`src/rtl/load_store_unit.sv`:
```
// -----------------------------------------------------------------------------
// load_store_unit
//
// Sequences single load/store requests from the pipeline onto a simple
// strobe-based data memory and returns one response per request.
//
// Requests are checked on acceptance. The checks are, in priority order:
// illegal funct3, then misaligned address, then address out of range.
// A failing request goes straight to a response carrying the error code and
// never touches memory. A passing request holds the memory strobes for
// MEM_LATENCY cycles. mem_rdata is then sampled into the response.
// Sign/zero extension and byte-lane selection are done by the memory, so
// load data is passed through untouched.
//
// Ports
//   clk, reset                 clock, synchronous active-high reset
//   req_valid / req_ready      request handshake (ready only while idle)
//   req_we, req_funct3         1 = store; RISC-V width/sign code
//   req_addr, req_wdata        byte address, store data
//   req_rd                     destination tag, echoed on resp_rd
//   resp_valid / resp_ready    response handshake
//   resp_rdata                 load data (0 for stores and errors)
//   resp_rd, resp_err          tag; 00 ok, 01 misaligned, 10 range, 11 illegal
//   mem_addr, mem_wdata        memory address / write data
//   mem_mask                   funct3 of the access in flight
//   mem_wr_en, mem_rd_en       memory strobes
//   mem_rdata                  memory read data
// -----------------------------------------------------------------------------
module load_store_unit #(
   parameter int MEM_LATENCY = 1,     // strobe cycles before mem_rdata is sampled, 1..15
   parameter int MEM_WORDS   = 1024   // 32-bit words in the data memory
) (
   input  logic        clk,
   input  logic        reset,
   input  logic        req_valid,
   output logic        req_ready,
   input  logic        req_we,
   input  logic [2:0]  req_funct3,
   input  logic [31:0] req_addr,
   input  logic [31:0] req_wdata,
   input  logic [4:0]  req_rd,
   output logic        resp_valid,
   input  logic        resp_ready,
   output logic [31:0] resp_rdata,
   output logic [4:0]  resp_rd,
   output logic [1:0]  resp_err,
   output logic [31:0] mem_addr,
   output logic [31:0] mem_wdata,
   output logic [2:0]  mem_mask,
   output logic        mem_wr_en,
   output logic        mem_rd_en,
   input  logic [31:0] mem_rdata
);

   typedef enum logic [1:0] {
      S_IDLE,
      S_ACCESS,
      S_RESP
   } state_t;

   typedef enum logic [1:0] {
      ERR_OK       = 2'b00,
      ERR_MISALIGN = 2'b01,
      ERR_RANGE    = 2'b10,
      ERR_ILLEGAL  = 2'b11
   } err_t;

   localparam logic [3:0]  CNT_LOAD   = 4'(MEM_LATENCY - 1);
   localparam logic [32:0] ADDR_LIMIT = 33'(MEM_WORDS) * 33'd4;

   state_t     state;
   logic [3:0] cnt;      // remaining ACCESS cycles after this one; 0 outside ACCESS
   logic       lat_we;
   logic [4:0] lat_rd;

   // ---------------------------------------------------------------------------
   // Acceptance checks, evaluated on the request as presented
   // ---------------------------------------------------------------------------
   logic illegal;
   logic misaligned;
   logic out_of_range;
   err_t chk_err;

   always_comb begin
      // NOTE: every variable gets a default first so no path leaves it
      // unassigned, which would otherwise infer a latch.
      illegal = 1'b1;
      if (req_we) begin
         if (req_funct3 inside {3'b000, 3'b001, 3'b010}) illegal = 1'b0;
      end else begin
         if (req_funct3 inside {3'b000, 3'b001, 3'b010, 3'b100, 3'b101}) illegal = 1'b0;
      end

      // funct3[1:0] = 01 is a halfword (LH/LHU/SH), 10 is a word (LW/SW).
      misaligned = ((req_funct3[1:0] == 2'b01) && req_addr[0]) ||
                   ((req_funct3[1:0] == 2'b10) && (req_addr[1:0] != 2'b00));

      out_of_range = ({1'b0, req_addr} >= ADDR_LIMIT);

      chk_err = ERR_OK;
      if (illegal)           chk_err = ERR_ILLEGAL;
      else if (misaligned)   chk_err = ERR_MISALIGN;
      else if (out_of_range) chk_err = ERR_RANGE;
   end

   // ---------------------------------------------------------------------------
   // Control FSM with registered outputs
   // ---------------------------------------------------------------------------
   // NOTE: sequential state uses non-blocking assignments only, so every
   // register samples pre-edge values regardless of statement order.
   always_ff @(posedge clk) begin
      if (reset) begin
         state      <= S_IDLE;
         cnt        <= '0;
         lat_we     <= 1'b0;
         lat_rd     <= '0;
         req_ready  <= 1'b0;
         resp_valid <= 1'b0;
         resp_rdata <= '0;
         resp_rd    <= '0;
         resp_err   <= ERR_OK;
         mem_addr   <= '0;
         mem_wdata  <= '0;
         mem_mask   <= '0;
         mem_wr_en  <= 1'b0;
         mem_rd_en  <= 1'b0;
      end else begin
         case (state)
            S_IDLE: begin
               // Ready rises one cycle after reset release and stays up while idle.
               req_ready <= 1'b1;
               if (req_valid && req_ready) begin
                  req_ready <= 1'b0;
                  lat_we    <= req_we;
                  lat_rd    <= req_rd;
                  if (chk_err != ERR_OK) begin
                     // Rejected requests respond at once and never strobe memory.
                     state      <= S_RESP;
                     resp_valid <= 1'b1;
                     resp_err   <= chk_err;
                     resp_rdata <= '0;
                     resp_rd    <= req_rd;
                  end else begin
                     state     <= S_ACCESS;
                     cnt       <= CNT_LOAD;
                     mem_addr  <= req_addr;
                     mem_wdata <= req_wdata;
                     mem_mask  <= req_funct3;
                     mem_rd_en <= ~req_we;
                     mem_wr_en <= req_we;
                  end
               end
            end

            S_ACCESS: begin
               // A store writes exactly once; a load keeps reading until sampled.
               mem_wr_en <= 1'b0;
               if (cnt == 4'd0) begin
                  state      <= S_RESP;
                  mem_addr   <= '0;
                  mem_wdata  <= '0;
                  mem_mask   <= '0;
                  mem_rd_en  <= 1'b0;
                  resp_valid <= 1'b1;
                  resp_err   <= ERR_OK;
                  resp_rd    <= lat_rd;
                  resp_rdata <= lat_we ? 32'h0 : mem_rdata;
               end else begin
                  cnt <= cnt - 4'd1;
               end
            end

            S_RESP: begin
               if (resp_ready) begin
                  state      <= S_IDLE;
                  req_ready  <= 1'b1;
                  resp_valid <= 1'b0;
                  resp_rdata <= '0;
                  resp_rd    <= '0;
                  resp_err   <= ERR_OK;
                  lat_we     <= 1'b0;
                  lat_rd     <= '0;
               end
            end

            default: state <= S_IDLE;
         endcase
      end
   end

endmodule

```
`config.mk`:
```
export PLATFORM = sky130hd
export DESIGN_NAME = load_store_unit
export DESIGN_NICKNAME = d
export VERILOG_FILES = /design/src/rtl/load_store_unit.sv
export SDC_FILE = /design/constraint.sdc
export NUM_CORES = 1
export LEC_CHECK = 0
export ABC_AREA = 1
export BUFFER_PORTS_ARGS = -buffer_cell sky130_fd_sc_hd__buf_4
export CAP_MARGIN = 20
export CORE_ASPECT_RATIO = 0.8
export CORE_MARGIN = 2
export CORE_UTILIZATION = 43
export DETAILED_ROUTE_END_ITERATION = 10
export PLACE_DENSITY_LB_ADDON = 0.1
export RECOVER_POWER = 25
export REMOVE_ABC_BUFFERS = 1
export SLEW_MARGIN = 20
export SYNTH_ARGS = -nofsm -noshare
export SYNTH_HDL_FRONTEND = slang
export SYNTH_SLANG_ARGS = --single-unit
```
`constraint.sdc`:
```
create_clock -name clk -period 1.95 [get_ports clk]
set_clock_uncertainty 0.15 [all_clocks]
set_input_delay 0.39 -clock clk [delete_from_list [all_inputs] [get_ports clk]]
set_output_delay 0.39 -clock clk [all_outputs]
set_load 0.1 [all_outputs]
```
# Yosys cells after proc, flatten, opt, wreduce, memory -nomap -nowiden
# Index checks and enable logic that the tools add are counted.
# totals
ff_bits,122
latch_bits,0
mem_bits_rw,0
romBits,0
inputBits,109
out_inout_bits,110
word_cells,112
n_memories,0
# op_classes
add_sub_neg,1
mul,0
n_div,0
n_lt_le_gt_ge,1
eq_ne,14
n_shift,0
muxes,60
bitwise_logic,1
reduce_logical,21
# op_table
cell,count
$mux W32,10
$pmux W32 S2,2
$pmux W32 S3,1
$ge A32 B13 Y1 const B,1
$mux W5,5
$mux W2,10
$mux W1,15
$pmux W5 S3,1
$mux W4,3
$ne A2 B2 Y1 const B,6
$pmux W2 S3,2
$pmux W5 S2,1
$mux W3,3
$reduce_and A3 Y1,3
$pmux W1 S2,4
$pmux W4 S2,1
$reduce_and A4 Y1,2
$reduce_bool A2 Y1,4
$eq A3 B3 Y1 const B,2
$pmux W3 S2,1
$reduce_bool A3 Y1,2
$reduce_and A5 Y1,1
$reduce_bool A5 Y1,1
$eq A2 B1 Y1 const B,2
12 further kinds,15

# Longest topological paths before layout
# Gate-level depths: netlist (run 1).
# logic_depth
word_depth,9
ltp_mapped,11
ltp_nobuf,11

# Worst setup path before layout (run 1)
# No wires, ideal clock.
# synth_path
kind,register -> register
start,register req_ready
end,register mem_addr[12]
setup_ns,0.128
arrival_ns,2.047
required_time_ns,1.672
setup_slack_ns,-0.374
stages_incl_launch_ff,10
n_path_buf,3
synth_period_minus_slack_ns,2.324
cell_sequence,dfxtp_1 > nand2_1 > nand2_1 > o21a_1 > buf_2 > nand3_2 > buf_2 > buf_4 > nand2_1 > nor2_1
# synth_via
elab_chain_cells,3
# synth_lines
element,line_no,rtl
from (decl),36,"output logic req_ready,"
from (signal assigned),117,req_ready <= 1'b0;
from (signal assigned),131,req_ready <= 1'b1;
from (signal assigned),133,req_ready <= 1'b0;
$logic_and A1 B1 Y1,132,if (req_valid && req_ready) begin
$ne A2 B2 Y1 (no line),--,
$reduce_and A4 Y1 (no line),--,
to (signal assigned),146,mem_addr <= req_addr;
to (decl),47,"output logic [31:0] mem_addr,"
# Every way passes these cells.
# A chain may end at the register's enable or synchronous reset.

# Worst setup path in the final report (run 1)
# layout_path
start,register state[0]
end,register resp_err[1]
# layout_via
elab_chain_cells,3
word_cells_on_any_way,10
classes_between,6 x eq/ne; 1 x mux; 3 x reduce/logical
# layout_lines
element,line_no,rtl
from (decl),71,state_t state;
from (signal assigned),113,state <= S_IDLE;
from (signal assigned),138,state <= S_RESP;
from (signal assigned),144,state <= S_ACCESS;
"$eq A2 B1 Y1, or another cell as far along",128,case (state)
$ne A2 B2 Y1 (no line) / $reduce_bool A3 Y1 (equally long branches),--,
$reduce_and A5 Y1 (no line),--,
to (signal assigned),140,resp_err <= chk_err;
to (decl),46,"output logic [1:0] resp_err,"
# Parallel ways exist; a longest one is shown, timed or not.

==> results of run 1 <==
## worst paths after layout
| kind | slack, ps | from | cells past startpoint | endpoint |
|---|---|---|---|---|
| worst min register to register | 290 | mem_addr[26] | 2 | mem_addr[26] |
| worst max register to register | 70 | state[0] | 11 | resp_err[1] |
| worst min-delay path | 100 | req_rd[2] | 3 | lat_rd[2] |
| worst max-delay path | 70 | state[0] | 11 | resp_err[1] |
## metal layers
metal / up-vias / GRT usage / wire length, um
met3: 21 / 0.05283 / 979
li1: 2696 / - / -
met2: 202 / 0.3763 / 7536
met5: - / 0 / 0
met1: 2550 / 0.2955 / 6800
met4: 0 / 0.07946 / 261
## cells in the mapped netlist (all sizes together)
| master | count | share of area |
|---|---|---|
| nand2 | 146 | 0.11 |
| dfxtp | 122 | 0.48 |
| a21oi | 101 | 0.098 |
| nand4 | 91 | 0.11 |
| nor2 | 73 | 0.054 |
| inv | 60 | 0.044 |
| clkbuf | 35 | 0.026 |
| buf | 24 | 0.030 |
| nand3 | 13 | 0.016 |
| o21ai | 9 | 0.0088 |
| ha | 6 | 0.015 |
| or2 | 3 | 0.0037 |
| xnor2 | 2 | 0.0034 |
| a21boi | 1 | 0.0015 |
| nor3 | 1 | 0.00097 |
| o211ai | 1 | 0.0015 |
| o21a | 1 | 0.0015 |
| o21bai | 1 | 0.0037 |
## repair_timing
item,in CTS,in global routing
resized for setup,1,8
buffers inserted,0,2
setup endpoints to repair,22,80
cloned,0,2
pin swaps,0,2
## critical path: stages (launching register included)
cell	delay [ps]
dfxtp_2	370
inv_1	70
ha_1	200
inv_1	100
nor2_1	70
inv_1	80
nand3_1	90
inv_2	130
nand3_2	150
buf_12	190
o21ai_1	130
nor2_1	50
## state kept, by name, summed over array words and instances, names as in the netlist, 2 cells and up
name	flops
mem_mask	3
lat_rd	5
resp_rd	5
mem_wdata	32
mem_addr	32
resp_rdata	32
state	2
resp_err	2
cnt	4
## metrics by stage
step                      power, mW  setup TNS, ps  worst slack (ps)  hold slack (ps)  instances
after floorplan               8.238        -153800             -1725            280.2        631
after global placement        10.42              0             26.28            276.1       1017
after detailed placement      10.52         -110.3            -28.04            279.1       1017
after CTS                     13.63              0             4.712            88.72       1049
after global routing          14.47         -65.69            -23.73            90.20       1053
final                         13.85              0             68.30            98.11       1053
## kinds of logic (layout without fill, tap and decap cells)
family          Yosys count  in the layout  synth area share
simple gates            327            327            0.2919
fa+ha+maj                 6              6           0.01461
flops                   122            122            0.4752
compound gates          114            114            0.1151
buf+inv                 119            334           0.09981
xor+xnor                  2              2          0.003409
## where the power goes
group          switching (mW)  leakage (nW)  internal, mW
Clock                    1.18         0.282          1.92
Combinational            5.59          2.08          1.93
Sequential              0.271         0.989          2.97
Total                    7.03          3.35          6.81
## final cells by class
class,instances,area share
Timing Repair Buffer,242,0.2441
Multi-Input combinational cell,449,0.2952
Tap cell,148,0.02480
Clock buffer,18,0.05881
Clock inverter,14,0.01960
Inverter,60,0.03016
Sequential cell,122,0.3272
==> results.sh, run 1 <==
export IMPL_p_per_area_mw_per_mm2=1855
export IMPL_drv_cap=0
export IMPL_routed_via_density=5.194
export IMPL_endpoint_kind="register"
export IMPL_die_h_um=101.8
export IMPL_seqCellArea_sq_mm=0.002444
export IMPL_h_tree_depth=4
export IMPL_postSynthCellCount=690
export IMPL_postLayoutCoreUtil=0.6435
export IMPL_initial_core_util=0.4429
export IMPL_cts_hold_buf=0
export IMPL_ys_seq_area_frac=0.4752
export IMPL_nFillCells=1032
export IMPL_grt_first_pass_wirelength_um=23990
export IMPL_gp_congestion=0.8749
export IMPL_clk_pin_slew_ps=60
export IMPL_maxSlewHeadroom=0.6208
export IMPL_gr_total_overflow=0
export IMPL_ant_nets=0
export IMPL_die_x_um=126.2
export IMPL_clock_sinks=122
export IMPL_worst_setup_path_type="register to register"
export IMPL_p_leak_nw=3.347
export IMPL_crit_arrival_ps=2030
export IMPL_final_area_sq_mm=0.007467
export IMPL_avgSynthCellArea_sq_um=7.449
export IMPL_vdd_ir_drop_max_mv=1.007
export IMPL_synth_cell_types=26
export IMPL_final_cell_mix="173 x buf_4, 145 x nand2_1, 121 x dfxtp_1, 101 x a21oi_1, 91 x nand4_1"
export IMPL_dr_first_iter_drc_count=445
export IMPL_grt_pass1_vias=4910
export IMPL_vias=5469
export IMPL_multi_input_area_sq_mm=0.002205
export IMPL_drc=0
export IMPL_worstMarginPinSlew_ps=571.3
export IMPL_slew_viol_final=0
export IMPL_hold_viol=0
export IMPL_hold_class="input port to register"
export IMPL_status="finished, final reports clean"
export IMPL_area_growth_synth_to_final_pct=45.28
export IMPL_drive_gt1_frac=0.3193
export IMPL_cts_root_buf="clkbuf_16"
export IMPL_antenna_found_initial=0
export IMPL_numCtsBuffers=17
export IMPL_die_area_sq_mm=0.01285
export IMPL_clockBufferDepth=2
export IMPL_layout_commonest_cell="buf_4"
export IMPL_portBuffers=218
export IMPL_ys_warn_count=0
export IMPL_place_area_sq_mm=0.006925
export IMPL_io_pins=219
export IMPL_fmax_mhz=531.4
export IMPL_fin_nets=1007
export IMPL_hpwl_um=10140
export IMPL_critPathMaxFanout=25
export IMPL_core_area_sq_mm=0.01160
export IMPL_wl_per_cell_um=14.79
export IMPL_tritoncts="built"
export IMPL_finalSetupViolCount=0
export IMPL_diodes=0
export IMPL_required_ps=2090
export IMPL_layout_min_cycle_time_ps=1882
export IMPL_grt_max_degree=53
export IMPL_clk_latency_ps=410
export IMPL_grt_usage=0.2275
export IMPL_row_count=35
export IMPL_start_kind="register"
export IMPL_ys_ff_latch=122
export IMPL_period_share=0.9650
export IMPL_synth_area_sq_mm=0.005140
export IMPL_drt_wl_total_um=15580
export IMPL_drt_first_pass_iters=5
No activity file was read; power rests on OpenSTA's default activity.
==> run 2, diff against run 1 <==
- CORE_UTILIZATION: 43 -> 29
- clock period: 1.95 -> 2.1 ns (I/O delays scaled with it)
==> results.sh, run 2 (synthesis results as in run 1) <==
export IMPL_status="finished, final reports clean"
export IMPL_die_x_um=152.8
export IMPL_post_cts_buffers=0
export IMPL_drc=0
export IMPL_clock_sinks=122
export IMPL_grt_first_pass_wirelength_um=26130
export IMPL_crit_arrival_ps=2110
export IMPL_hold_class="input port to register"
export IMPL_die_h_um=123.1
export IMPL_layout_min_cycle_time_ps=1921
export IMPL_h_tree_depth=4
export IMPL_hold_viol=0
export IMPL_gr_total_overflow=0
export IMPL_row_count=43
export IMPL_drv_cap=0
export IMPL_nFillCells=1804
export IMPL_critPathMaxFanout=52
export IMPL_required_ps=2290
export IMPL_cts_resized=0
export IMPL_drive_gt1_frac=0.3126
export IMPL_grt_pass1_vias=5300
export IMPL_seqCellArea_sq_mm=0.002444
export IMPL_rsz0062_at_grt="no"
export IMPL_timing_hold_ws_ps=134.0
export IMPL_start_kind="register"
export IMPL_grt_max_degree=69
export IMPL_numCtsBuffers=17
export IMPL_wl_per_cell_um=14.57
export IMPL_maxSlewHeadroom=0.5933
export IMPL_path_cells="inv_1, ha_1, inv_2, buf_4, nand4_1, a21oi_1"
export IMPL_dr_first_iter_drc_count=339
export IMPL_setup_slack_ps=179.0
export IMPL_worstMarginPinSlew_ps=610.1
export IMPL_antenna_found_initial=0
export IMPL_diodes=0
export IMPL_initial_core_util=0.2967
export IMPL_io_pins=219
export IMPL_final_area_sq_mm=0.007422
export IMPL_multi_input_area_sq_mm=0.002198
export IMPL_reg_top3="mem_addr (32), mem_wdata (32), resp_rdata (32)"
export IMPL_vdd_ir_drop_max_mv=0.6351
export IMPL_drt_first_pass_iters=6
export IMPL_endpoint_kind="register"
export IMPL_fin_nets=1001
export IMPL_routed_via_density=4.786
export IMPL_portBuffers=218
export IMPL_hpwl_um=11110
export IMPL_max_stage_delay_ps=500
export IMPL_period_share=0.9147
export IMPL_pre_cts_slack_ps=80.19
export IMPL_slowest_stage="buf_4"
export IMPL_p_leak_nw=3.276
export IMPL_cts_hold_buf=0
export IMPL_die_area_sq_mm=0.01881
export IMPL_final_cell_mix="173 x buf_4, 145 x nand2_1, 121 x dfxtp_1, 101 x a21oi_1, 91 x nand4_1"
export IMPL_clk_pin_slew_ps=60
export IMPL_drt_wl_total_um=16380
export IMPL_instances_no_fill=1124
export IMPL_vias=5379
export IMPL_p_per_area_mw_per_mm2=1672
export IMPL_area_growth_synth_to_final_pct=44.40
export IMPL_ant_nets=0
export IMPL_cts_root_buf="clkbuf_16"
export IMPL_gp_congestion=0.7327
export IMPL_fmax_mhz=520.6
export IMPL_worst_setup_path_type="register to register"
export IMPL_place_area_sq_mm=0.006982
export IMPL_slew_viol_final=0
export IMPL_finalSetupViolCount=0
export IMPL_core_area_sq_mm=0.01732
export IMPL_post_place_cells=1092
export IMPL_tns_ps=0
export IMPL_clockBufferDepth=2
export IMPL_grt_usage=0.1704
export IMPL_tritoncts="built"
export IMPL_clk_latency_ps=410
export IMPL_layout_commonest_cell="buf_4"
## run 2: cell count changes in the layout (fill, tap and decap cells not counted), sizes merged
cell | before | now
buf | 184 | 179
inv | 62 | 65
clkbuf | 76 | 74
clkinv | 7 | 5
bufinv | 2 | 1
clkinvlp | 3 | 4
## run 2: layout make-up
class | instances | share of cell area
clock buffer | 17 | 0.05732
clock inverter | 15 | 0.01939
inverter | 60 | 0.03034
multi-input combinational | 449 | 0.2962
sequential | 122 | 0.3292
tap | 225 | 0.03793
timing repair buffer | 236 | 0.2296
## run 2: per-stage QoR
| stage | total power, mW | utilization |
|---|---|---|
| final | 12.41 | 0.4284 |
| after global routing | 13.09 | 0.4284 |
| after CTS | 12.60 | 0.4359 |
| after detailed placement | 9.754 | 0.4030 |
| after global placement | 9.695 | 0.4030 |
| after floorplan | 7.650 | - |
## run 2: final timing paths
kind                      from            end  slack (ps)  cells past startpoint
setup / recovery      state[1]  mem_wdata[27]         180                      6
setup reg to reg      state[1]  mem_wdata[27]         180                      6
hold / removal       req_rd[2]      lat_rd[2]         130                      3
hold reg to reg   mem_addr[17]   mem_addr[17]         290                      2
## run 2: worst max-delay path, delay by kind of cell (launching register included)
family / cells / cell delay [ps]
flops: 1 / 380
fa+ha+maj: 1 / 270
compound gates: 1 / 190
simple gates: 1 / 170
buf+inv: 3 / 670
## run 2: report_power, final
| part | internal (mW) | total (mW) | switching, mW |
|---|---|---|---|
| logic | 1.52 | 6.61 | 5.09 |
| clock network | 1.65 | 2.79 | 1.14 |
| registers | 2.76 | 3.01 | 0.253 |
## run 2: per-layer routing
| layer | wire length (um) | share of wire | GRT usage | vias up |
|---|---|---|---|---|
| li1 | - | - | - | 2679 |
| met1 | 7685 | 0.47 | 0.2244 | 2552 |
| met2 | 7795 | 0.48 | 0.2797 | 137 |
| met3 | 721 | 0.044 | 0.04276 | 11 |
| met4 | 176 | 0.011 | 0.04861 | 0 |
| met5 | 0 | 0 | 0 | - |
